--- config.mk ---
export PLATFORM = sky130hd
export DESIGN_NAME = hazard_fwd_scoreboard_flat
export DESIGN_NICKNAME = d
export VERILOG_FILES = /design/src/rtl/hazard_fwd_scoreboard_if.sv /design/src/rtl/hazard_fwd_scoreboard.sv /design/src/flat_wrapper.sv
export SDC_FILE = /design/constraint.sdc
export NUM_CORES = 1
export LEC_CHECK = 0
export ABC_AREA = 1
export BUFFER_PORTS_ARGS = -buffer_cell sky130_fd_sc_hd__buf_2
export CELL_PAD_IN_SITES_DETAIL_PLACEMENT = 1
export CELL_PAD_IN_SITES_GLOBAL_PLACEMENT = 2
export CORE_AREA = 2 2 134 97
export CTS_CLUSTER_DIAMETER = 50
export DETAILED_ROUTE_END_ITERATION = 10
export DIE_AREA = 0 0 136 99
export MAX_ROUTING_LAYER = met4
export PLACE_DENSITY = 0.95
export RECOVER_POWER = 50
export SYNTH_ARGS = -nofsm -noshare
export SYNTH_HDL_FRONTEND = slang
export SYNTH_SLANG_ARGS = --single-unit
--- constraint.sdc ---
create_clock -name clk -period 3.2 [get_ports clk]
set_input_delay 0.16 -clock clk [delete_from_list [all_inputs] [get_ports clk]]
set_output_delay 0.16 -clock clk [all_outputs]
set_load 0.1 [all_outputs]
--- src/rtl/hazard_fwd_scoreboard_if.sv ---
// Bundle of pipeline-control signals between the core datapath and the hazard/forwarding unit.
// The master modport drives the pipeline-stage fields, and the slave modport returns the selects, stall and long-unit status.
interface hazard_fwd_scoreboard_if #(
  parameter int unsigned REG_AW  = 5,
  parameter int unsigned NUM_SRC = 2,
  parameter int unsigned CNT_W   = 32
);
  logic [NUM_SRC*REG_AW-1:0] id_src;
  logic [NUM_SRC-1:0]        id_src_used;
  logic                      id_is_branch;
  logic                      id_long_issue;
  logic [REG_AW-1:0]         id_rd;
  logic [NUM_SRC*REG_AW-1:0] ex_src;
  logic                      id_ex_regwrite;
  logic                      id_ex_memread;
  logic [REG_AW-1:0]         id_ex_rd;
  logic                      ex_mem_regwrite;
  logic                      ex_mem_memread;
  logic [REG_AW-1:0]         ex_mem_rd;
  logic                      mem_wb_regwrite;
  logic [REG_AW-1:0]         mem_wb_rd;

  logic [2*NUM_SRC-1:0]      ex_fwd_sel;
  logic [2*NUM_SRC-1:0]      id_cmp_sel;
  logic                      stall;
  logic [1:0]                stall_cause;
  logic                      long_busy;
  logic                      long_wb_valid;
  logic [REG_AW-1:0]         long_wb_rd;
  logic [CNT_W-1:0]          stall_cnt;

  modport master (
    output id_src, id_src_used, id_is_branch, id_long_issue, id_rd, ex_src,
           id_ex_regwrite, id_ex_memread, id_ex_rd,
           ex_mem_regwrite, ex_mem_memread, ex_mem_rd,
           mem_wb_regwrite, mem_wb_rd,
    input  ex_fwd_sel, id_cmp_sel, stall, stall_cause,
           long_busy, long_wb_valid, long_wb_rd, stall_cnt
  );

  modport slave (
    input  id_src, id_src_used, id_is_branch, id_long_issue, id_rd, ex_src,
           id_ex_regwrite, id_ex_memread, id_ex_rd,
           ex_mem_regwrite, ex_mem_memread, ex_mem_rd,
           mem_wb_regwrite, mem_wb_rd,
    output ex_fwd_sel, id_cmp_sel, stall, stall_cause,
           long_busy, long_wb_valid, long_wb_rd, stall_cnt
  );
endinterface

--- src/rtl/hazard_fwd_scoreboard.sv ---
// Forwarding selects, RAW/structural hazard detection and stall generation for a 5-stage core,
// plus occupancy tracking of a single non-pipelined fixed-latency long unit.
module hazard_fwd_scoreboard #(
  parameter int unsigned REG_AW   = 5,
  parameter int unsigned NUM_SRC  = 2,
  parameter int unsigned LONG_LAT = 4,
  parameter int unsigned CNT_W    = 32
) (
  input  logic                     clk,
  input  logic                     rst,
  hazard_fwd_scoreboard_if.slave   bus
);

  localparam int unsigned LCW = $clog2(LONG_LAT + 1);

  typedef enum logic {
    S_IDLE = 1'b0,
    S_BUSY = 1'b1
  } state_e;

  state_e             state_q, state_d;
  logic [LCW-1:0]     cnt_q, cnt_d;
  logic [REG_AW-1:0]  lq_rd_q, lq_rd_d;
  logic [CNT_W-1:0]   stall_cnt_q, stall_cnt_d;

  logic [2*NUM_SRC-1:0] ex_fwd_sel_c;
  logic [2*NUM_SRC-1:0] id_cmp_sel_c;
  logic                 lu_haz_c;
  logic                 br_haz_c;
  logic                 raw_long_c;
  logic                 long_haz_c;
  logic                 stall_c;
  logic [1:0]           stall_cause_c;
  logic                 long_busy_c;
  logic                 long_wb_c;
  logic                 accept_c;

  function automatic logic [REG_AW-1:0] src_at(input logic [NUM_SRC*REG_AW-1:0] v,
                                               input int unsigned idx);
    return v[idx*REG_AW +: REG_AW];
  endfunction

  // Register 0 is hardwired zero, so a write to it can never be a forwarding source.
  function automatic logic rd_hit(input logic we, input logic [REG_AW-1:0] rd,
                                  input logic [REG_AW-1:0] src);
    return we && (rd != '0) && (rd == src);
  endfunction

  // Forwarding: the younger EX/MEM result wins over MEM/WB.
  always_comb begin
    ex_fwd_sel_c = '0;
    id_cmp_sel_c = '0;
    for (int unsigned i = 0; i < NUM_SRC; i++) begin
      if (rd_hit(bus.ex_mem_regwrite, bus.ex_mem_rd, src_at(bus.ex_src, i))) begin
        ex_fwd_sel_c[2*i +: 2] = 2'b10;
      end else if (rd_hit(bus.mem_wb_regwrite, bus.mem_wb_rd, src_at(bus.ex_src, i))) begin
        ex_fwd_sel_c[2*i +: 2] = 2'b01;
      end
      if (rd_hit(bus.ex_mem_regwrite, bus.ex_mem_rd, src_at(bus.id_src, i))) begin
        id_cmp_sel_c[2*i +: 2] = 2'b01;
      end else if (rd_hit(bus.mem_wb_regwrite, bus.mem_wb_rd, src_at(bus.id_src, i))) begin
        id_cmp_sel_c[2*i +: 2] = 2'b10;
      end
    end
  end

  // Per-source RAW checks; unused or x0 sources never create a hazard.
  always_comb begin
    lu_haz_c   = 1'b0;
    br_haz_c   = 1'b0;
    raw_long_c = 1'b0;
    for (int unsigned i = 0; i < NUM_SRC; i++) begin
      if (bus.id_src_used[i] && (src_at(bus.id_src, i) != '0)) begin
        if (bus.id_ex_memread && (bus.id_ex_rd == src_at(bus.id_src, i))) begin
          lu_haz_c = 1'b1;
        end
        if (bus.id_is_branch &&
            ((bus.id_ex_regwrite && (bus.id_ex_rd == src_at(bus.id_src, i))) ||
             (bus.ex_mem_memread && (bus.ex_mem_rd == src_at(bus.id_src, i))))) begin
          br_haz_c = 1'b1;
        end
        if (lq_rd_q == src_at(bus.id_src, i)) begin
          raw_long_c = 1'b1;
        end
      end
    end
  end

  // Reset forces the unit to appear idle immediately, so an aborted op never shows busy or a writeback.
  assign long_busy_c = (state_q == S_BUSY) && !rst;

  assign long_haz_c = long_busy_c &&
                      (raw_long_c ||
                       ((bus.id_rd != '0) && (bus.id_rd == lq_rd_q)) ||
                       bus.id_long_issue);

  assign stall_c = long_haz_c || lu_haz_c || br_haz_c;

  always_comb begin
    stall_cause_c = 2'b00;
    if (long_haz_c) begin
      stall_cause_c = 2'b11;
    end else if (lu_haz_c) begin
      stall_cause_c = 2'b01;
    end else if (br_haz_c) begin
      stall_cause_c = 2'b10;
    end
  end

  assign accept_c = bus.id_long_issue && !stall_c;

  always_ff @(posedge clk) begin
    if (rst) begin
      state_q     <= S_IDLE;
      cnt_q       <= '0;
      lq_rd_q     <= '0;
      stall_cnt_q <= '0;
    end else begin
      state_q     <= state_d;
      cnt_q       <= cnt_d;
      lq_rd_q     <= lq_rd_d;
      stall_cnt_q <= stall_cnt_d;
    end
  end

  // Long-unit occupancy: the writeback pulse comes in the last busy cycle.
  always_comb begin
    state_d   = state_q;
    cnt_d     = cnt_q;
    lq_rd_d   = lq_rd_q;
    long_wb_c = 1'b0;
    unique case (state_q)
      S_IDLE: begin
        if (accept_c) begin
          state_d = S_BUSY;
          cnt_d   = LCW'(LONG_LAT);
          lq_rd_d = bus.id_rd;
        end
      end
      S_BUSY: begin
        cnt_d = cnt_q - LCW'(1);
        if (cnt_q == LCW'(1)) begin
          long_wb_c = !rst;
          state_d   = S_IDLE;
        end
      end
      default: state_d = S_IDLE;
    endcase
  end

  assign stall_cnt_d = (stall_c && (stall_cnt_q != '1)) ? stall_cnt_q + CNT_W'(1) : stall_cnt_q;

  assign bus.ex_fwd_sel    = ex_fwd_sel_c;
  assign bus.id_cmp_sel    = id_cmp_sel_c;
  assign bus.stall         = stall_c;
  assign bus.stall_cause   = stall_cause_c;
  assign bus.long_busy     = long_busy_c;
  assign bus.long_wb_valid = long_wb_c;
  assign bus.long_wb_rd    = lq_rd_q;
  assign bus.stall_cnt     = stall_cnt_q;

endmodule

--- src/flat_wrapper.sv ---
// flat-port wrapper written by rule: the top's interface ports become plain ports
module hazard_fwd_scoreboard_flat 
#(
  parameter int unsigned REG_AW   = 5,
  parameter int unsigned NUM_SRC  = 2,
  parameter int unsigned LONG_LAT = 4,
  parameter int unsigned CNT_W    = 32
)
  (clk, rst, bus_id_src, bus_id_src_used, bus_id_is_branch, bus_id_long_issue, bus_id_rd, bus_ex_src, bus_id_ex_regwrite, bus_id_ex_memread, bus_id_ex_rd, bus_ex_mem_regwrite, bus_ex_mem_memread, bus_ex_mem_rd, bus_mem_wb_regwrite, bus_mem_wb_rd, bus_ex_fwd_sel, bus_id_cmp_sel, bus_stall, bus_stall_cause, bus_long_busy, bus_long_wb_valid, bus_long_wb_rd, bus_stall_cnt);
  hazard_fwd_scoreboard_if #(.REG_AW(REG_AW), .NUM_SRC(NUM_SRC), .CNT_W(CNT_W)) bus_i ();
  input  logic clk;
  input  logic rst;
  input wire logic [$bits(bus_i.id_src)-1:0] bus_id_src;
  input wire logic [$bits(bus_i.id_src_used)-1:0] bus_id_src_used;
  input wire logic [$bits(bus_i.id_is_branch)-1:0] bus_id_is_branch;
  input wire logic [$bits(bus_i.id_long_issue)-1:0] bus_id_long_issue;
  input wire logic [$bits(bus_i.id_rd)-1:0] bus_id_rd;
  input wire logic [$bits(bus_i.ex_src)-1:0] bus_ex_src;
  input wire logic [$bits(bus_i.id_ex_regwrite)-1:0] bus_id_ex_regwrite;
  input wire logic [$bits(bus_i.id_ex_memread)-1:0] bus_id_ex_memread;
  input wire logic [$bits(bus_i.id_ex_rd)-1:0] bus_id_ex_rd;
  input wire logic [$bits(bus_i.ex_mem_regwrite)-1:0] bus_ex_mem_regwrite;
  input wire logic [$bits(bus_i.ex_mem_memread)-1:0] bus_ex_mem_memread;
  input wire logic [$bits(bus_i.ex_mem_rd)-1:0] bus_ex_mem_rd;
  input wire logic [$bits(bus_i.mem_wb_regwrite)-1:0] bus_mem_wb_regwrite;
  input wire logic [$bits(bus_i.mem_wb_rd)-1:0] bus_mem_wb_rd;
  output wire logic [$bits(bus_i.ex_fwd_sel)-1:0] bus_ex_fwd_sel;
  output wire logic [$bits(bus_i.id_cmp_sel)-1:0] bus_id_cmp_sel;
  output wire logic [$bits(bus_i.stall)-1:0] bus_stall;
  output wire logic [$bits(bus_i.stall_cause)-1:0] bus_stall_cause;
  output wire logic [$bits(bus_i.long_busy)-1:0] bus_long_busy;
  output wire logic [$bits(bus_i.long_wb_valid)-1:0] bus_long_wb_valid;
  output wire logic [$bits(bus_i.long_wb_rd)-1:0] bus_long_wb_rd;
  output wire logic [$bits(bus_i.stall_cnt)-1:0] bus_stall_cnt;
  assign bus_i.id_src = bus_id_src;
  assign bus_i.id_src_used = bus_id_src_used;
  assign bus_i.id_is_branch = bus_id_is_branch;
  assign bus_i.id_long_issue = bus_id_long_issue;
  assign bus_i.id_rd = bus_id_rd;
  assign bus_i.ex_src = bus_ex_src;
  assign bus_i.id_ex_regwrite = bus_id_ex_regwrite;
  assign bus_i.id_ex_memread = bus_id_ex_memread;
  assign bus_i.id_ex_rd = bus_id_ex_rd;
  assign bus_i.ex_mem_regwrite = bus_ex_mem_regwrite;
  assign bus_i.ex_mem_memread = bus_ex_mem_memread;
  assign bus_i.ex_mem_rd = bus_ex_mem_rd;
  assign bus_i.mem_wb_regwrite = bus_mem_wb_regwrite;
  assign bus_i.mem_wb_rd = bus_mem_wb_rd;
  assign bus_ex_fwd_sel = bus_i.ex_fwd_sel;
  assign bus_id_cmp_sel = bus_i.id_cmp_sel;
  assign bus_stall = bus_i.stall;
  assign bus_stall_cause = bus_i.stall_cause;
  assign bus_long_busy = bus_i.long_busy;
  assign bus_long_wb_valid = bus_i.long_wb_valid;
  assign bus_long_wb_rd = bus_i.long_wb_rd;
  assign bus_stall_cnt = bus_i.stall_cnt;
  hazard_fwd_scoreboard #(.REG_AW(REG_AW), .NUM_SRC(NUM_SRC), .LONG_LAT(LONG_LAT), .CNT_W(CNT_W)) u_core (.clk(clk), .rst(rst), .bus(bus_i));
endmodule
# After elaboration in Yosys (flattened, before gate mapping)
# Index checks and enable logic that the tools add are counted.
# op_classes
muxes,30
reduce_logical,39
bitwise,1
n_addsub,2
n_eq_ne,16
# op_table
op,n
equality test 5 bit,13
adder 32 x 1 -> 32 bit (second input constant),1
!= test 32 bit (second input constant),1
logical AND 1 bit,25
nonzero test 5 bit,5
2-to-1 mux 1 bit,18
2-to-1 mux 2 bit,9
logical OR 1 bit,6
one-hot mux 3 bit (2 select lines),1
equality test 3 x 1 -> 1 bit (second input constant),1
2-to-1 mux 3 bit,1
subtractor 3 x 1 -> 3 bit (second input constant),1
logical NOT 1 bit,2
!= test 2 x 1 -> 1 bit (second input constant),1
one-hot mux 1 bit (2 select lines),1
AND reduction 2 bit,1
NOT 1 bit,1
# totals
in_bits,51
wordCells,92
reg_bits,41
out_inout_bits,50

# Depth between registers and ports, before layout
# depth
depth_word,14
ltp_mapped,16
ltp_nobuf,15

# Worst setup path before layout
# No wires, ideal clock.
# synth_timing
path_type,input-to-output
startpoint,input bus_ex_mem_rd[3]
endpoint,output bus_ex_fwd_sel[0]
t_arrival_ps,5118
required_time_ps,3040
stages,6
path_slack_ps,-2078
n_path_buf,1
cell_sequence,buf_2 -> inv_1 -> nand4_1 -> o21ai_0 -> nor4_1 -> nor2_1
# synth_between
elab_chain_len,4
word_cells_on_any_way,5
cone_classes,1 x eq/ne; 1 x mux; 3 x reduce/logical
# synth_rtl
element,line,source
start: declaration,flat_wrapper.sv:24,input wire logic [$bits(bus_i.ex_mem_rd)-1:0] bus_ex_mem_rd;
nonzero test 5 bit,hazard_fwd_scoreboard.sv:46,return we && (rd != '0) && (rd == src);
logical AND 1 bit,hazard_fwd_scoreboard.sv:46,
logical AND 1 bit *,hazard_fwd_scoreboard.sv:46,
2-to-1 mux 2 bit *,hazard_fwd_scoreboard.sv:54,"if (rd_hit(bus.ex_mem_regwrite, bus.ex_mem_rd, src_at(bus.ex_src, i))) begin"
end: declaration,flat_wrapper.sv:27,output wire logic [$bits(bus_i.ex_fwd_sel)-1:0] bus_ex_fwd_sel;
# Mark *: on every way between the ends. The rest lies on a longest branch, timed or not.

# Worst setup path after layout
# layout_timing
startpoint,"register u_core.lq_rd_q[0], in the netlist u_core.bus.long_wb_rd[0]"
endpoint,"register u_core.stall_cnt_q[0], in the netlist u_core.bus.stall_cnt[0]"
# layout_between
elab_chain_len,11
word_cells_on_any_way,14
cone_classes,3 x eq/ne; 4 x mux; 7 x reduce/logical
# layout_rtl
element,line,source
start: declaration,hazard_fwd_scoreboard.sv:23,"logic [REG_AW-1:0] lq_rd_q, lq_rd_d;"
start signal: assignment,hazard_fwd_scoreboard.sv:121,lq_rd_q <= lq_rd_d;
equality test 5 bit,hazard_fwd_scoreboard.sv:82,"if (lq_rd_q == src_at(bus.id_src, i)) begin"
2-to-1 mux 1 bit,hazard_fwd_scoreboard.sv:82,
2-to-1 mux 1 bit,hazard_fwd_scoreboard.sv:73,"if (bus.id_src_used[i] && (src_at(bus.id_src, i) != '0)) begin"
2-to-1 mux 1 bit,hazard_fwd_scoreboard.sv:82,
2-to-1 mux 1 bit,hazard_fwd_scoreboard.sv:73,
logical OR 1 bit *,hazard_fwd_scoreboard.sv:93,(raw_long_c ||
logical OR 1 bit *,hazard_fwd_scoreboard.sv:94,((bus.id_rd != '0) && (bus.id_rd == lq_rd_q)) ||
logical AND 1 bit *,hazard_fwd_scoreboard.sv:92,assign long_haz_c = long_busy_c &&
logical OR 1 bit * (2 in series),hazard_fwd_scoreboard.sv:97,assign stall_c = long_haz_c || lu_haz_c || br_haz_c;
logical AND 1 bit *,hazard_fwd_scoreboard.sv:151,assign stall_cnt_d = (stall_c && (stall_cnt_q != '1)) ? stall_cnt_q + CNT_W'(1) : stall_cnt_q;
end signal: assignment,hazard_fwd_scoreboard.sv:122,stall_cnt_q <= stall_cnt_d;
end: declaration,hazard_fwd_scoreboard.sv:24,"logic [CNT_W-1:0] stall_cnt_q, stall_cnt_d;"
# Marks and branches as above.
# A chain may end at the register's enable or synchronous reset.

==> impl_metrics.py <==
metrics = {
    "critical_path": {
        "critical_path.startpoint_type": "flip-flop",
        "cp_slowest_cell": "nand2_2",
        "crit_arrival_ps": 2940,
        "path_class": "reg2reg",
        "worst_path_largest_cell_delay_ps": 520,
        "cp_max_fo": 32,
        "cp_cell_sequence": "or2_2 -> a21oi_1 -> nand3_1 -> nand3_1 -> a21oi_1 -> nand2_2 -> nand2_2 -> o21ai_0 -> nor2_1",
        "critical_path.endpoint_type": "flip-flop",
        "crit_required_ps": 3370,
        "critPathTopFamily": "simple AND/OR/NAND/NOR gates",
        "crit_buf_inv": 0,
    },
    "grt": {
        "first_global_vias": 3914,
        "grt_util_met3_pct": 3.86,
        "grt_max_degree": 33,
        "grt_overflow": 0,
        "grt.total_usage_pct": 20.2,
        "grt_pass1_wl_um": 20800,
        "antenna_found_initial": 0,
        "grt.busiest_layer": "met1",
        "grtUsageMet1_pct": 29.4,
        "grtUsageMet2_pct": 29.2,
    },
    "synthesis": {
        "avgSynthCellArea_um2": 6.43,
        "ys_seq_area_share_pct": 23.1,
        "synthFlopType": "dfxtp_1",
        "synth_top_area_share_pct": 23.1,
        "syn_area_mm2": 0.00355,
        "yosysTopAreaCell": "dfxtp_1",
        "yosysWarnings": 0,
        "syn_nets": 606,
        "synth_edf_count": 0,
        "synth_cells": 552,
        "ys_top_cells_by_area": "dfxtp_1, nand2_1, xor2_1, xnor2_1, nand3_1",
        "synthArstFlopShare_pct": 0,
        "ys_seq_elements": 41,
        "synthDistinctLibCells": 30,
    },
    "route": {
        "viasPerCell": 4.93,
        "wl_um": 13000,
        "drtIter0Drc": 260,
        "ant_nets": 0,
        "wl_per_cell_um": 16.4,
        "drc": 0,
        "first_pass_iters": 5,
        "detailroute.via_count": 3896,
    },
    "floorplanning": {
        "die_y_um": 99,
        "dieArea_mm2": 0.0135,
        "io_pins": 101,
        "rows": 34,
        "dieWidth_um": 136,
        "core-area_mm2": 0.0122,
        "initial_core_util_pct": 29.2,
    },
    "cts": {
        "cts-root-buf": "clkbuf_16",
        "cts_resized": 0,
        "cts_made_buffers": 5,
        "cts_hold_buf": 0,
        "post-cts-setup-buffers": 0,
        "cts.sink_count": 41,
        "h-tree-depth": 2,
        "cts.reportedPaths.clkPinSlew_ps": 60,
        "cts_tree": "built",
        "worstSkewPairLatency_ps": 290,
        "clock_path_buffers": 2,
    },
    "finish": {
        "layout_commonest_cell": "nand2_1",
        "syn2layout_area_growth_pct": 18.5,
        "final_cell_mix": "nand2_1, buf_2, nor2_1, xor2_1, inv_1",
        "final_nets": 682,
        "drive_gt1_share_pct": 15.4,
        "post-route-util_pct": 34.6,
        "n_antenna_cell": 0,
        "fillers": 1635,
        "final_cell_area_mm2": 0.00421,
    },
    "flow_run": {
        "maxCapViolCount": 0,
    },
    "timing": {
        "worst_slew_pin_slew_ps": 1290,
        "layout_min_cycle_time_ps": 2770,
        "slew_viol_final": 0,
        "timing.fmax_mhz": 362,
        "clock_skew_ps": 5.19,
        "slew_headroom_pct": 14.6,
        "setup_viol": 0,
        "rsz0062_at_grt": "no",
        "hold_violations": 0,
        "final.period_utilization_pct": 86.4,
    },
    "power_and_ir_drop": {
        "power_density_mw_per_mm2": 344,
        "peakVddDrop_v": 0.000169,
        "power_leakage_nw": 1.69,
    },
    "placed_design": {
        "postPlaceCellArea_mm2": 0.00412,
        "gp_congestion": 0.930,
        "io_buffers": 100,
        "dpl.hpwl_um": 10500,
    },
    "outcome": {
        "status": "finished clean",
    },
    "hold_path": {
        "hp-class": "in2reg",
    },
}
path summary, 6_finish.rpt:
kind                                  from                       end  slack, ps  cells after the start
setup reg to reg  u_core.bus.long_wb_rd[0]   u_core.bus.stall_cnt[0]        430                      9
hold / removal                bus_id_rd[3]  u_core.bus.long_wb_rd[3]        150                      3
hold reg to reg   u_core.bus.stall_cnt[31]  u_core.bus.stall_cnt[31]        510                      2
setup / recovery  u_core.bus.long_wb_rd[0]   u_core.bus.stall_cnt[0]        430                      9
cell families after synthesis:
group / share of synthesized area [%]
buffers and inverters: 10.4
adder cells (fa/ha/maj): 1.06
AND/OR/NAND/NOR: 38.1
AO/OA/AOI/OAI: 6.31
XOR/XNOR: 21.0
flip-flops: 23.1
through the flow:
step           hold WS, ps  instances  power [mW]  TNS, ps  worst slack (ps)
3_5_place_dp           442        783       0.956        0               494
3_3_place_gp           429        783       0.940        0               623
2_1_floorplan          295        552       0.856     -888              -442
6_report               147        791        1.45        0               434
5_1_grt                162        791        1.52        0               207
4_1_cts                139        791        1.46        0               471
cells in the mapped netlist, types with 10 or more instances:
cell type and n:
xnor2_1 33, nand3_1 43, nand4_1 10, nor3_1 15, nor2_1 57, inv_1 46
xor2_1 52, clkbuf_1 11, nand3_2 10, nand2_1 135, dfxtp_1 41, a21oi_1 34
nor4_1 15, buf_2 17
registers in the layout, indices dropped and copies added (netlist names):
name,flops
u_core.state_q,1
u_core.bus.long_wb_rd,5
u_core.bus.stall_cnt,32
u_core.cnt_q,3
worst register-to-register path, stage by stage, from the launching register on:
cell and delay [ps]:
dfxtp_1 360, or2_2 310, a21oi_1 260, nand3_1 110, nand3_1 130, a21oi_1 130, nand2_2 390, nand2_2 540
o21ai_0 360, nor2_1 70
area by class of cell:
cell class	instances	area, um^2	area share [%]
Tap cell	162	203	4.82
Clock inverter	3	17.5	0.416
Sequential cell	41	821	19.5
Timing Repair Buffer	103	469	11.2
Inverter	50	188	4.46
Multi-Input combinational cell	427	2380	56.7
Clock buffer	5	125	2.97
per-layer routing:
metal / up-vias / share of wire [%]
met4: 0 / 0.95
met3: 13 / 5.9
met1: 1857 / 51
li1: 1911 / -
met2: 115 / 42
met5: - / 0
where the power goes:
part	leakage, nW	internal (mW)	switching [mW]	total (mW)
registers	0.332	0.526	0.0195	0.545
clock network	0.0696	0.286	0.216	0.502
logic	1.29	0.111	0.288	0.399
total	1.69	0.923	0.523	1.45
No activity file was read; power rests on OpenSTA's default activity.
